**config.mk**
```make
export PLATFORM = sky130hd
export DESIGN_NAME = fetch_unit_flat
export DESIGN_NICKNAME = d
export VERILOG_FILES = /design/src/rtl/fetch_pkg.sv /design/src/rtl/fetch_if.sv /design/src/rtl/fetch_fifo.sv /design/src/rtl/fetch_unit.sv /design/src/flat_wrapper.sv
export SDC_FILE = /design/constraint.sdc
export NUM_CORES = 1
export LEC_CHECK = 0
export ABC_AREA = 1
export CORE_MARGIN = 4
export CORE_UTILIZATION = 40
export CTS_CLUSTER_SIZE = 14
export DETAILED_ROUTE_END_ITERATION = 8
export PLACE_DENSITY_LB_ADDON = 0.25
export SLEW_MARGIN = 40
export SYNTH_ARGS = -nofsm -noshare
export SYNTH_HDL_FRONTEND = slang
export SYNTH_SLANG_ARGS = --single-unit
```
**constraint.sdc**
```tcl
create_clock -name clk -period 6.01 [get_ports clk]
set_input_delay 0.601 -clock clk [delete_from_list [all_inputs] [get_ports clk]]
set_output_delay 0.601 -clock clk [all_outputs]
set_load 0.01 [all_outputs]
```
**src/rtl/fetch_pkg.sv**
```systemverilog
// Shared types and constants for the instruction fetch front end.
package fetch_pkg;

    typedef struct packed {
        logic [31:0] pc;
        logic [31:0] instr;
    } fetch_entry_t;

    typedef enum logic [0:0] {
        FETCH = 1'b0,
        HALT  = 1'b1
    } fetch_state_t;

    localparam logic [31:0] PC_INCR          = 32'd4;
    localparam logic [31:0] DEFAULT_RESET_PC = 32'h0000_0000;

    function automatic logic is_aligned(input logic [1:0] low_bits);
        return (low_bits == 2'b00);
    endfunction

endpackage

```
**src/rtl/fetch_if.sv**
```systemverilog
// Fetch-stage bus: control inputs, instruction-memory port and decode handshake.
interface fetch_if;

    logic        stall;
    logic        redirect_valid;
    logic [31:0] redirect_target;
    logic [31:0] pc_current;
    logic [31:0] instruction;
    logic        dec_valid;
    logic        dec_ready;
    logic [31:0] dec_pc;
    logic [31:0] dec_instr;
    logic [31:0] dec_pc_plus4;
    logic        fetch_fault;

    modport master (
        input  stall, redirect_valid, redirect_target, instruction, dec_ready,
        output pc_current, dec_valid, dec_pc, dec_instr, dec_pc_plus4, fetch_fault
    );

    modport slave (
        output stall, redirect_valid, redirect_target, instruction, dec_ready,
        input  pc_current, dec_valid, dec_pc, dec_instr, dec_pc_plus4, fetch_fault
    );

endinterface

```
**src/rtl/fetch_fifo.sv**
```systemverilog
// Small power-of-two FIFO holding fetched {pc, instr} pairs; synchronous flush.
module fetch_fifo
    import fetch_pkg::*;
#(
    parameter int DEPTH = 2,
    localparam int AW = $clog2(DEPTH),
    localparam int CW = $clog2(DEPTH) + 1
) (
    input  logic         clk,
    input  logic         reset,
    input  logic         push,
    input  logic         pop,
    input  logic         flush,
    input  fetch_entry_t wdata,
    output fetch_entry_t rdata,
    output logic [CW-1:0] count,
    output logic         full,
    output logic         empty
);

    logic [AW-1:0] wr_ptr_r;
    logic [AW-1:0] rd_ptr_r;
    logic [CW-1:0] count_r;
    fetch_entry_t  mem_r [DEPTH];
    logic          full_s;
    logic          empty_s;
    logic          push_ok_s;
    logic          pop_ok_s;

    // A push into a full FIFO is only taken when the head leaves in the same cycle
    always_comb begin
        full_s    = (count_r == CW'(DEPTH));
        empty_s   = (count_r == {CW{1'b0}});
        push_ok_s = push && (!full_s || pop);
        pop_ok_s  = pop && !empty_s;
    end

    // Storage, pointers and occupancy
    always_ff @(posedge clk or posedge reset) begin
        if (reset) begin
            wr_ptr_r <= {AW{1'b0}};
            rd_ptr_r <= {AW{1'b0}};
            count_r  <= {CW{1'b0}};
            for (int i = 0; i < DEPTH; i++) begin
                mem_r[i] <= '0;
            end
        end else if (flush) begin
            wr_ptr_r <= {AW{1'b0}};
            rd_ptr_r <= {AW{1'b0}};
            count_r  <= {CW{1'b0}};
        end else begin
            if (push_ok_s) begin
                mem_r[wr_ptr_r] <= wdata;
                wr_ptr_r        <= wr_ptr_r + AW'(1);
            end
            if (pop_ok_s) begin
                rd_ptr_r <= rd_ptr_r + AW'(1);
            end
            case ({push_ok_s, pop_ok_s})
                2'b10:   count_r <= count_r + CW'(1);
                2'b01:   count_r <= count_r - CW'(1);
                default: count_r <= count_r;
            endcase
        end
    end

    assign rdata = mem_r[rd_ptr_r];
    assign count = count_r;
    assign full  = full_s;
    assign empty = empty_s;

endmodule

```
**src/rtl/fetch_unit.sv**
```systemverilog
// Fetch stage: owns the PC, buffers fetched instructions and feeds decode,
// handling redirects, stall and misaligned-target faults.
module fetch_unit
    import fetch_pkg::*;
#(
    parameter logic [31:0] RESET_PC   = DEFAULT_RESET_PC,
    parameter int          FIFO_DEPTH = 2
) (
    input logic     clk,
    input logic     reset,
    fetch_if.master bus
);

    localparam int CW = $clog2(FIFO_DEPTH) + 1;

    fetch_state_t  state_r;
    fetch_state_t  state_nxt_s;
    logic [31:0]   pc_r;
    logic [31:0]   pc_nxt_s;
    logic          fault_r;
    logic          fault_nxt_s;
    logic          push_s;
    logic          pop_s;
    logic          flush_s;
    logic          dec_valid_s;
    logic          full_s;
    logic          empty_s;
    logic [CW-1:0] count_s;
    fetch_entry_t  wdata_s;
    fetch_entry_t  head_s;

    fetch_fifo #(
        .DEPTH (FIFO_DEPTH)
    ) u_fifo (
        .clk   (clk),
        .reset (reset),
        .push  (push_s),
        .pop   (pop_s),
        .flush (flush_s),
        .wdata (wdata_s),
        .rdata (head_s),
        .count (count_s),
        .full  (full_s),
        .empty (empty_s)
    );

    // Handshake arbitration: a redirect suppresses the push and flushes the buffer
    always_comb begin
        dec_valid_s   = (count_s != {CW{1'b0}});
        pop_s         = dec_valid_s && bus.dec_ready;
        flush_s       = bus.redirect_valid;
        push_s        = (state_r == FETCH) && !bus.stall && !bus.redirect_valid
                        && (!full_s || pop_s);
        wdata_s.pc    = pc_r;
        wdata_s.instr = bus.instruction;
    end

    // Next PC, state and fault; the faulting target is still loaded for debug
    always_comb begin
        state_nxt_s = state_r;
        pc_nxt_s    = pc_r;
        fault_nxt_s = fault_r;
        if (bus.redirect_valid) begin
            pc_nxt_s = bus.redirect_target;
            if (is_aligned(bus.redirect_target[1:0])) begin
                state_nxt_s = FETCH;
                fault_nxt_s = 1'b0;
            end else begin
                state_nxt_s = HALT;
                fault_nxt_s = 1'b1;
            end
        end else begin
            case (state_r)
                FETCH: begin
                    if (push_s) begin
                        pc_nxt_s = pc_r + PC_INCR;
                    end else begin
                        pc_nxt_s = pc_r;
                    end
                end
                HALT: begin
                    pc_nxt_s = pc_r;
                end
                default: begin
                    state_nxt_s = HALT;
                    fault_nxt_s = 1'b1;
                end
            endcase
        end
    end

    // PC, FSM state and sticky fault flag
    always_ff @(posedge clk or posedge reset) begin
        if (reset) begin
            state_r <= FETCH;
            pc_r    <= RESET_PC;
            fault_r <= 1'b0;
        end else begin
            state_r <= state_nxt_s;
            pc_r    <= pc_nxt_s;
            fault_r <= fault_nxt_s;
        end
    end

    assign bus.pc_current   = pc_r;
    assign bus.fetch_fault  = fault_r;
    assign bus.dec_valid    = dec_valid_s;
    assign bus.dec_pc       = empty_s ? 32'h0000_0000 : head_s.pc;
    assign bus.dec_instr    = empty_s ? 32'h0000_0000 : head_s.instr;
    assign bus.dec_pc_plus4 = empty_s ? 32'h0000_0000 : head_s.pc + PC_INCR;

endmodule

```
**src/flat_wrapper.sv**
```systemverilog
// flat-port wrapper written by rule: the top's interface ports become plain ports
module fetch_unit_flat import fetch_pkg::*;
#(
    parameter logic [31:0] RESET_PC   = DEFAULT_RESET_PC,
    parameter int          FIFO_DEPTH = 2
)
  (clk, reset, bus_stall, bus_redirect_valid, bus_redirect_target, bus_instruction, bus_dec_ready, bus_pc_current, bus_dec_valid, bus_dec_pc, bus_dec_instr, bus_dec_pc_plus4, bus_fetch_fault);
  fetch_if bus_i ();
  input logic clk;
  input logic reset;
  input wire logic [$bits(bus_i.stall)-1:0] bus_stall;
  input wire logic [$bits(bus_i.redirect_valid)-1:0] bus_redirect_valid;
  input wire logic [$bits(bus_i.redirect_target)-1:0] bus_redirect_target;
  input wire logic [$bits(bus_i.instruction)-1:0] bus_instruction;
  input wire logic [$bits(bus_i.dec_ready)-1:0] bus_dec_ready;
  output wire logic [$bits(bus_i.pc_current)-1:0] bus_pc_current;
  output wire logic [$bits(bus_i.dec_valid)-1:0] bus_dec_valid;
  output wire logic [$bits(bus_i.dec_pc)-1:0] bus_dec_pc;
  output wire logic [$bits(bus_i.dec_instr)-1:0] bus_dec_instr;
  output wire logic [$bits(bus_i.dec_pc_plus4)-1:0] bus_dec_pc_plus4;
  output wire logic [$bits(bus_i.fetch_fault)-1:0] bus_fetch_fault;
  assign bus_i.stall = bus_stall;
  assign bus_i.redirect_valid = bus_redirect_valid;
  assign bus_i.redirect_target = bus_redirect_target;
  assign bus_i.instruction = bus_instruction;
  assign bus_i.dec_ready = bus_dec_ready;
  assign bus_pc_current = bus_i.pc_current;
  assign bus_dec_valid = bus_i.dec_valid;
  assign bus_dec_pc = bus_i.dec_pc;
  assign bus_dec_instr = bus_i.dec_instr;
  assign bus_dec_pc_plus4 = bus_i.dec_pc_plus4;
  assign bus_fetch_fault = bus_i.fetch_fault;
  fetch_unit #(.RESET_PC(RESET_PC), .FIFO_DEPTH(FIFO_DEPTH)) u_core (.clk(clk), .reset(reset), .bus(bus_i));
endmodule
```
Word-level counts from Yosys, hierarchy flattened
Cells that the tools add are included.

Order comparisons: 3. Eq/ne operators: 5. Bitwise operators: 4. Add/subtract/negate cells: 6. Reduce and logical (&&, ||, !) cells: 20. Mux-type cells: 19.

Operators with widths (count): 64-bit two-way mux (4); 32-bit two-way mux (6); 128-bit bitwise mux (1); 32-bit by 3-bit adder with 32-bit output, second input constant (2); 64-bit demux with 1-bit select (1); 1-bit logical AND (7); 2-bit nonzero test (3); 1-bit two-way mux (5); 2-bit equality test, second input constant (2); 2-bit greater-or-equal comparator, second input constant (2); 1-bit zero test (4); 2-bit zero test (2); 1-bit NOT with 2-bit output (2); 2-bit case mux with 2 select lines (1); 2-bit AND reduction (2); 3-bit != test, second input constant (1); 3-bit nonzero test (1); 1-bit adder, second input constant (2); 2-bit by 1-bit adder with 2-bit output, second input constant (1); 2-bit by 1-bit equality test with 1-bit output, second input constant (1); 2-bit by 1-bit less-than comparator with 1-bit output, second input constant (1); 2-bit two-way mux (1); 2-bit != test, second input constant (1); 1-bit NOT (2); other kinds (2) (2).

Input port bits: 69. Output and inout bits: 130. Flip-flop bits (word level): 165.

Logic depth before layout (Yosys ltp)
Word-level depth: 8. Depth in mapped cells: 13. Mapped depth without buffers: 12.

Modules after synthesis
A second synthesis with hierarchy kept.

Cells, all modules: 1419. Area total of the unflattened synthesis: 10193.5 µm².

By module, submodules not included: fetch_fifo (instances 1, area each 6348.6 µm², cells each 723, seq. area each 3303.2 µm²); fetch_unit (instances 1, area each 3844.9 µm², cells each 696, seq. area each 825.8 µm²).

Worst setup path after synthesis
Ideal clock, no wire load.

Path type: reg-to-output. Start point: register u_core.u_fifo.rd_ptr_r. End point: output bus_dec_pc_plus4[28]. Data arrival time: 1.733 ns. Cell stages (with the launch flop): 13. Data required time: 5.409 ns. Buffers on the path: 1. Path slack: 3.676 ns. Path through: dfrtp_1 buf_6 nand2_1 o21ai_2 ha_1 nand2_2 nor2_4 nand2_2 nor2_2 nand2_1 nand2_1 nand2_1 nor2_1.

Word-level cells in the longest chain between the ends: 6.

Ends and longest elaborated chain: start, declared (RTL line fetch_fifo.sv:22) `logic [AW-1:0] rd_ptr_r;`; start signal, assigned (RTL line fetch_fifo.sv:42) `rd_ptr_r <= {AW{1'b0}};`; start signal, assigned (RTL line fetch_fifo.sv:49) `rd_ptr_r <= {AW{1'b0}};`; start signal, assigned (RTL line fetch_fifo.sv:57) `rd_ptr_r <= rd_ptr_r + AW'(1);`; 1-bit NOT with 2-bit output (not written as such) (RTL line fetch_fifo.sv:67) `assign rdata = mem_r[rd_ptr_r];`; 64-bit two-way mux (not written as such) (3 in series) (RTL line fetch_fifo.sv:67); 32-bit by 3-bit adder with 32-bit output (RTL line fetch_unit.sv:110) `assign bus.dec_pc_plus4 = empty_s ? 32'h0000_0000 : head_s.pc + PC_INCR;`; 32-bit two-way mux (RTL line fetch_unit.sv:110); end, declared (RTL line flat_wrapper.sv:20) `output wire logic [$bits(bus_i.dec_pc_plus4)-1:0] bus_dec_pc_plus4;`.

No other way between the ends. The select of a mux whose other input is x is not followed.

Final worst setup path
Start point: register u_core.u_fifo.rd_ptr_r. End point: output bus_dec_pc_plus4[26].

Same word-level chain as after synthesis.

==> impl_metrics.csv <==
group,metric,value,unit
critical_path,cpMostUsedCell,"nand2_1",
synthesis,ys_async_sr_fraction,100,%
sta,rsz0062_at_grt,"no",
power_and_ir_drop,pwr-share-seq,34.3,%
clock_network,path_clk_slew,0.07,ns
sta,period_minus_slack,4.12,ns
routing,wl_per_cell,15.1,um
sta,timing.fmax,243,MHz
synthesis,synth_top_family_by_area,"simple AND/OR/NAND/NOR gates",
sta,timing.hold.ws,0.468,ns
finish,multi_input_area,4530,um^2
critical_path,crit_buf_inv,3,
synthesis,netlist_instances,1339,
sta,fin_crit_sh,68.6,%
job,drv_cap,0,
placed_design,dp_hpwl,20200,um
critical_path,critPathMaxStageDelay,0.61,ns
floorplanning,fp.dieW,163,um
global_route,grt_pass1_vias,8416,
floorplanning,die_y,163,um
global_route,antenna_found_initial,0,
placed_design,place.gp.congestion,0.950,
routing,via_per_inst,4.91,
critical_path,startpoint_type,"register",
synthesis,synth_cell_types,39,
clock_network,cts_buffer_depth,2,
sta,clock_skew,0.0146,ns
critical_path,crit_type,"register to primary output",
synthesis,synth.area.top_cells,"dfrtp_1, nand2_1, o21ai_0",
sta,slew_headroom,49.4,%
finish,n_antenna_cell,0,
clock_network,cts_tree,"yes",
synthesis,synth_fp_nets,1410,
synthesis,yosys.area_share.simple,29.5,%
synthesis,ys.warnings.count,0,
global_route,grt.total_usage,20.9,%
min_path,hold_class,"register to register",
clock_network,post_cts_buffers,0,
routing,antenna_left,0,
critical_path,cp_top_family,"buffers and inverters",
placed_design,pre_cts_ws,2.33,ns
finish,n_fill_cell,2307,
critical_path,worst-path-stages,13,
synthesis,muxShareOfSynthArea,3.88,%
finish,mostFrequentLayoutCell,"nand2_1",
clock_network,ctsHoldBuffers,0,
power_and_ir_drop,p_leak,5.53,nW
critical_path,cp-end-kind,"primary output",
finish,final_util,52.3,%
min_path,holdPathStages,2,
floorplanning,rows,56,
finish,regArea,4130,um^2
floorplanning,core,23500,um^2
routing,drt_iter0_markers,779,
power_and_ir_drop,power_density,417,nW/um^2
synthesis,syn_area_per_cell,7.15,um^2
clock_network,numCtsBuffers,17,
sta,finalHoldViolations,0,
finish,layout-drive-gt1-share,9.19,%
routing,dr.pass1.iters,5,
status,status,"completed",
finish,final_cell_mix,"nand2_1, clkdlybuf4s50_1, dfrtp_1, inv_1, nor2_1",
power_and_ir_drop,clockPowerShare,21.0,%
synthesis,synth_top_area_share,43.1,%
sta,tns,0,ns
clock_network,cts-root-buf,"clkbuf_16",
synthesis,synth_seq_cells,165,
global_route,grt_pass1_wl,44700,um
synthesis,ys_seq_area_share,43.1,%
power_and_ir_drop,p_int,3.10,mW
power_and_ir_drop,ir_drop,0.000174,V
clock_network,clkSinkCount,165,
global_route,grt_max_degree,109,
synthesis,yosys_most_used_dff,"dfrtp_1",
routing,route.detailed.drc,0,
critical_path,required,5.41,ns
critical_path,arrival,3.52,ns
synthesis,synth_fa_ha_area_share,0.261,%
synthesis,synth-edff-count,0,
critical_path,path_max_fanout,78,
synthesis,synth_xor_area_share,0.823,%
power_and_ir_drop,switching_share,39.8,%
clock_network,h-tree-depth,4,
critical_path,cp_cell_sequence,"inv_2 -> buf_4 -> nand2_1 -> nand2_1 -> nand2_1 -> nor2_2 -> nand2_1 -> nor2_1 -> nand2_1 -> nand2_1 -> nand2_1 -> nor2_1 -> clkdlybuf4s50_1",
sta,drv_slew,0,
sta,setup_viol,0,
floorplanning,top_level_ports,199,
critical_path,worst_path_max_delay_cell,"buf_4",
critical_path,reg2reg_depth,7,
routing,num_vias,8985,
floorplanning,dieArea,26500,um^2
finish,area_delta_synth_final,28.7,%
sta,setup_ws,1.89,ns
finish,fin_nets,1570,
power_and_ir_drop,combPwrFrac,44.7,%
synthesis,yosys.area.top_type,"dfrtp_1",
synthesis,syn_area,9580,um^2
synthesis,synth-compound-area-share,12.6,%
routing,totalWireLength,27600,um
sta,worst_pin_slew,0.750,ns
clock_network,ctsResizeCount,0,
floorplanning,initial_core_util,40.7,%
global_route,gr-total-overflow,0,
power_and_ir_drop,p_sw,2.05,mW
clock_network,insertion_delay,0.43,ns
placed_design,portBuffers,198,
[flip-flops by register name (all words and copies together), names as in the netlist]
register	cells
u_core.state_r	1
u_core.u_fifo.mem_r	128
u_core.u_fifo.rd_ptr_r	1
u_core.u_fifo.wr_ptr_r	1
u_core.u_fifo.count	2
u_core.bus.pc_current	32
[power groups by stage]
stage	Clock, mW	Combinational (mW)	Sequential [mW]
global route	1.15	2.56	1.82
global placement	0	2.29	1.77
finish	1.08	2.30	1.77
detailed placement	0	2.32	1.78
floorplan	0	1.35	1.70
CTS	1.10	2.33	1.76
[cells by family after synthesis]
kind of cell | after synthesis
compound gates | 228
xor+xnor | 9
fa+ha+maj | 2
buf+inv | 226
flops | 165
mux | 33
simple gates | 676
[synthesized netlist by cell type (all sizes together) (13+ instances only)]
library cell  count
nand2           444
dfrtp           165
nor2            164
inv             157
o21ai           140
a21oi            61
nand3            42
buf              37
mux2             33
clkbuf           31
o21a             14
nor3             13
[tightest hold or removal path: cells and delay by family (launching register included)]
family        cells  cell delay (ns)
flops             1             0.34
simple gates      2             0.09
[final cells by class]
cell class,count,share of cell area [%]
inverter,158,4.88
timing repair buffer,209,16.8
clock inverter,15,1.39
sequential,165,33.5
multi-input combinational,948,36.7
clock buffer,17,3.45
tap,319,3.24
[per-stage QoR]
step	cell area, um^2	std cells	total power [mW]
detailed placement	11700	1799	4.10
global placement	11700	1799	4.06
floorplan	9580	1339	3.05
CTS	12300	1831	5.19
global route	12300	1831	5.53
finish	12300	1831	5.14
[per-layer routing]
layer / GRT usage [%] / routed length, um / vias up / share of wire [%]
li1: - / - / 4535 / -
met1: 31.1 / 13100 / 4118 / 47
met2: 31.8 / 12300 / 307 / 45
met3: 3.52 / 1800 / 25 / 6.5
met4: 5.30 / 422 / 0 / 1.5
met5: 0 / 0 / - / 0
[path summary, 6_finish.rpt]
| path | startpoint | to | slack, ns |
|---|---|---|---|
| min reg2reg | u_core.u_fifo.mem_r[95]$_DFFE_PP0P_ | u_core.u_fifo.mem_r[95]$_DFFE_PP0P_ | 0.47 |
| min | u_core.u_fifo.mem_r[95]$_DFFE_PP0P_ | u_core.u_fifo.mem_r[95]$_DFFE_PP0P_ | 0.47 |
| max | u_core.u_fifo.rd_ptr_r$_DFFE_PP0P_ | bus_dec_pc_plus4[26] | 1.89 |
| max reg2reg | u_core.state_r$_DFFE_PP0P_ | u_core.bus.pc_current[7]$_DFFE_PP0P_ | 3.60 |
| max in group asynchronous | reset | u_core.u_fifo.mem_r[111]$_DFFE_PP0P_ | 4.17 |
| min in group asynchronous | reset | u_core.u_fifo.mem_r[87]$_DFFE_PP0P_ | 0.68 |
(Power assumes the default switching activity.)
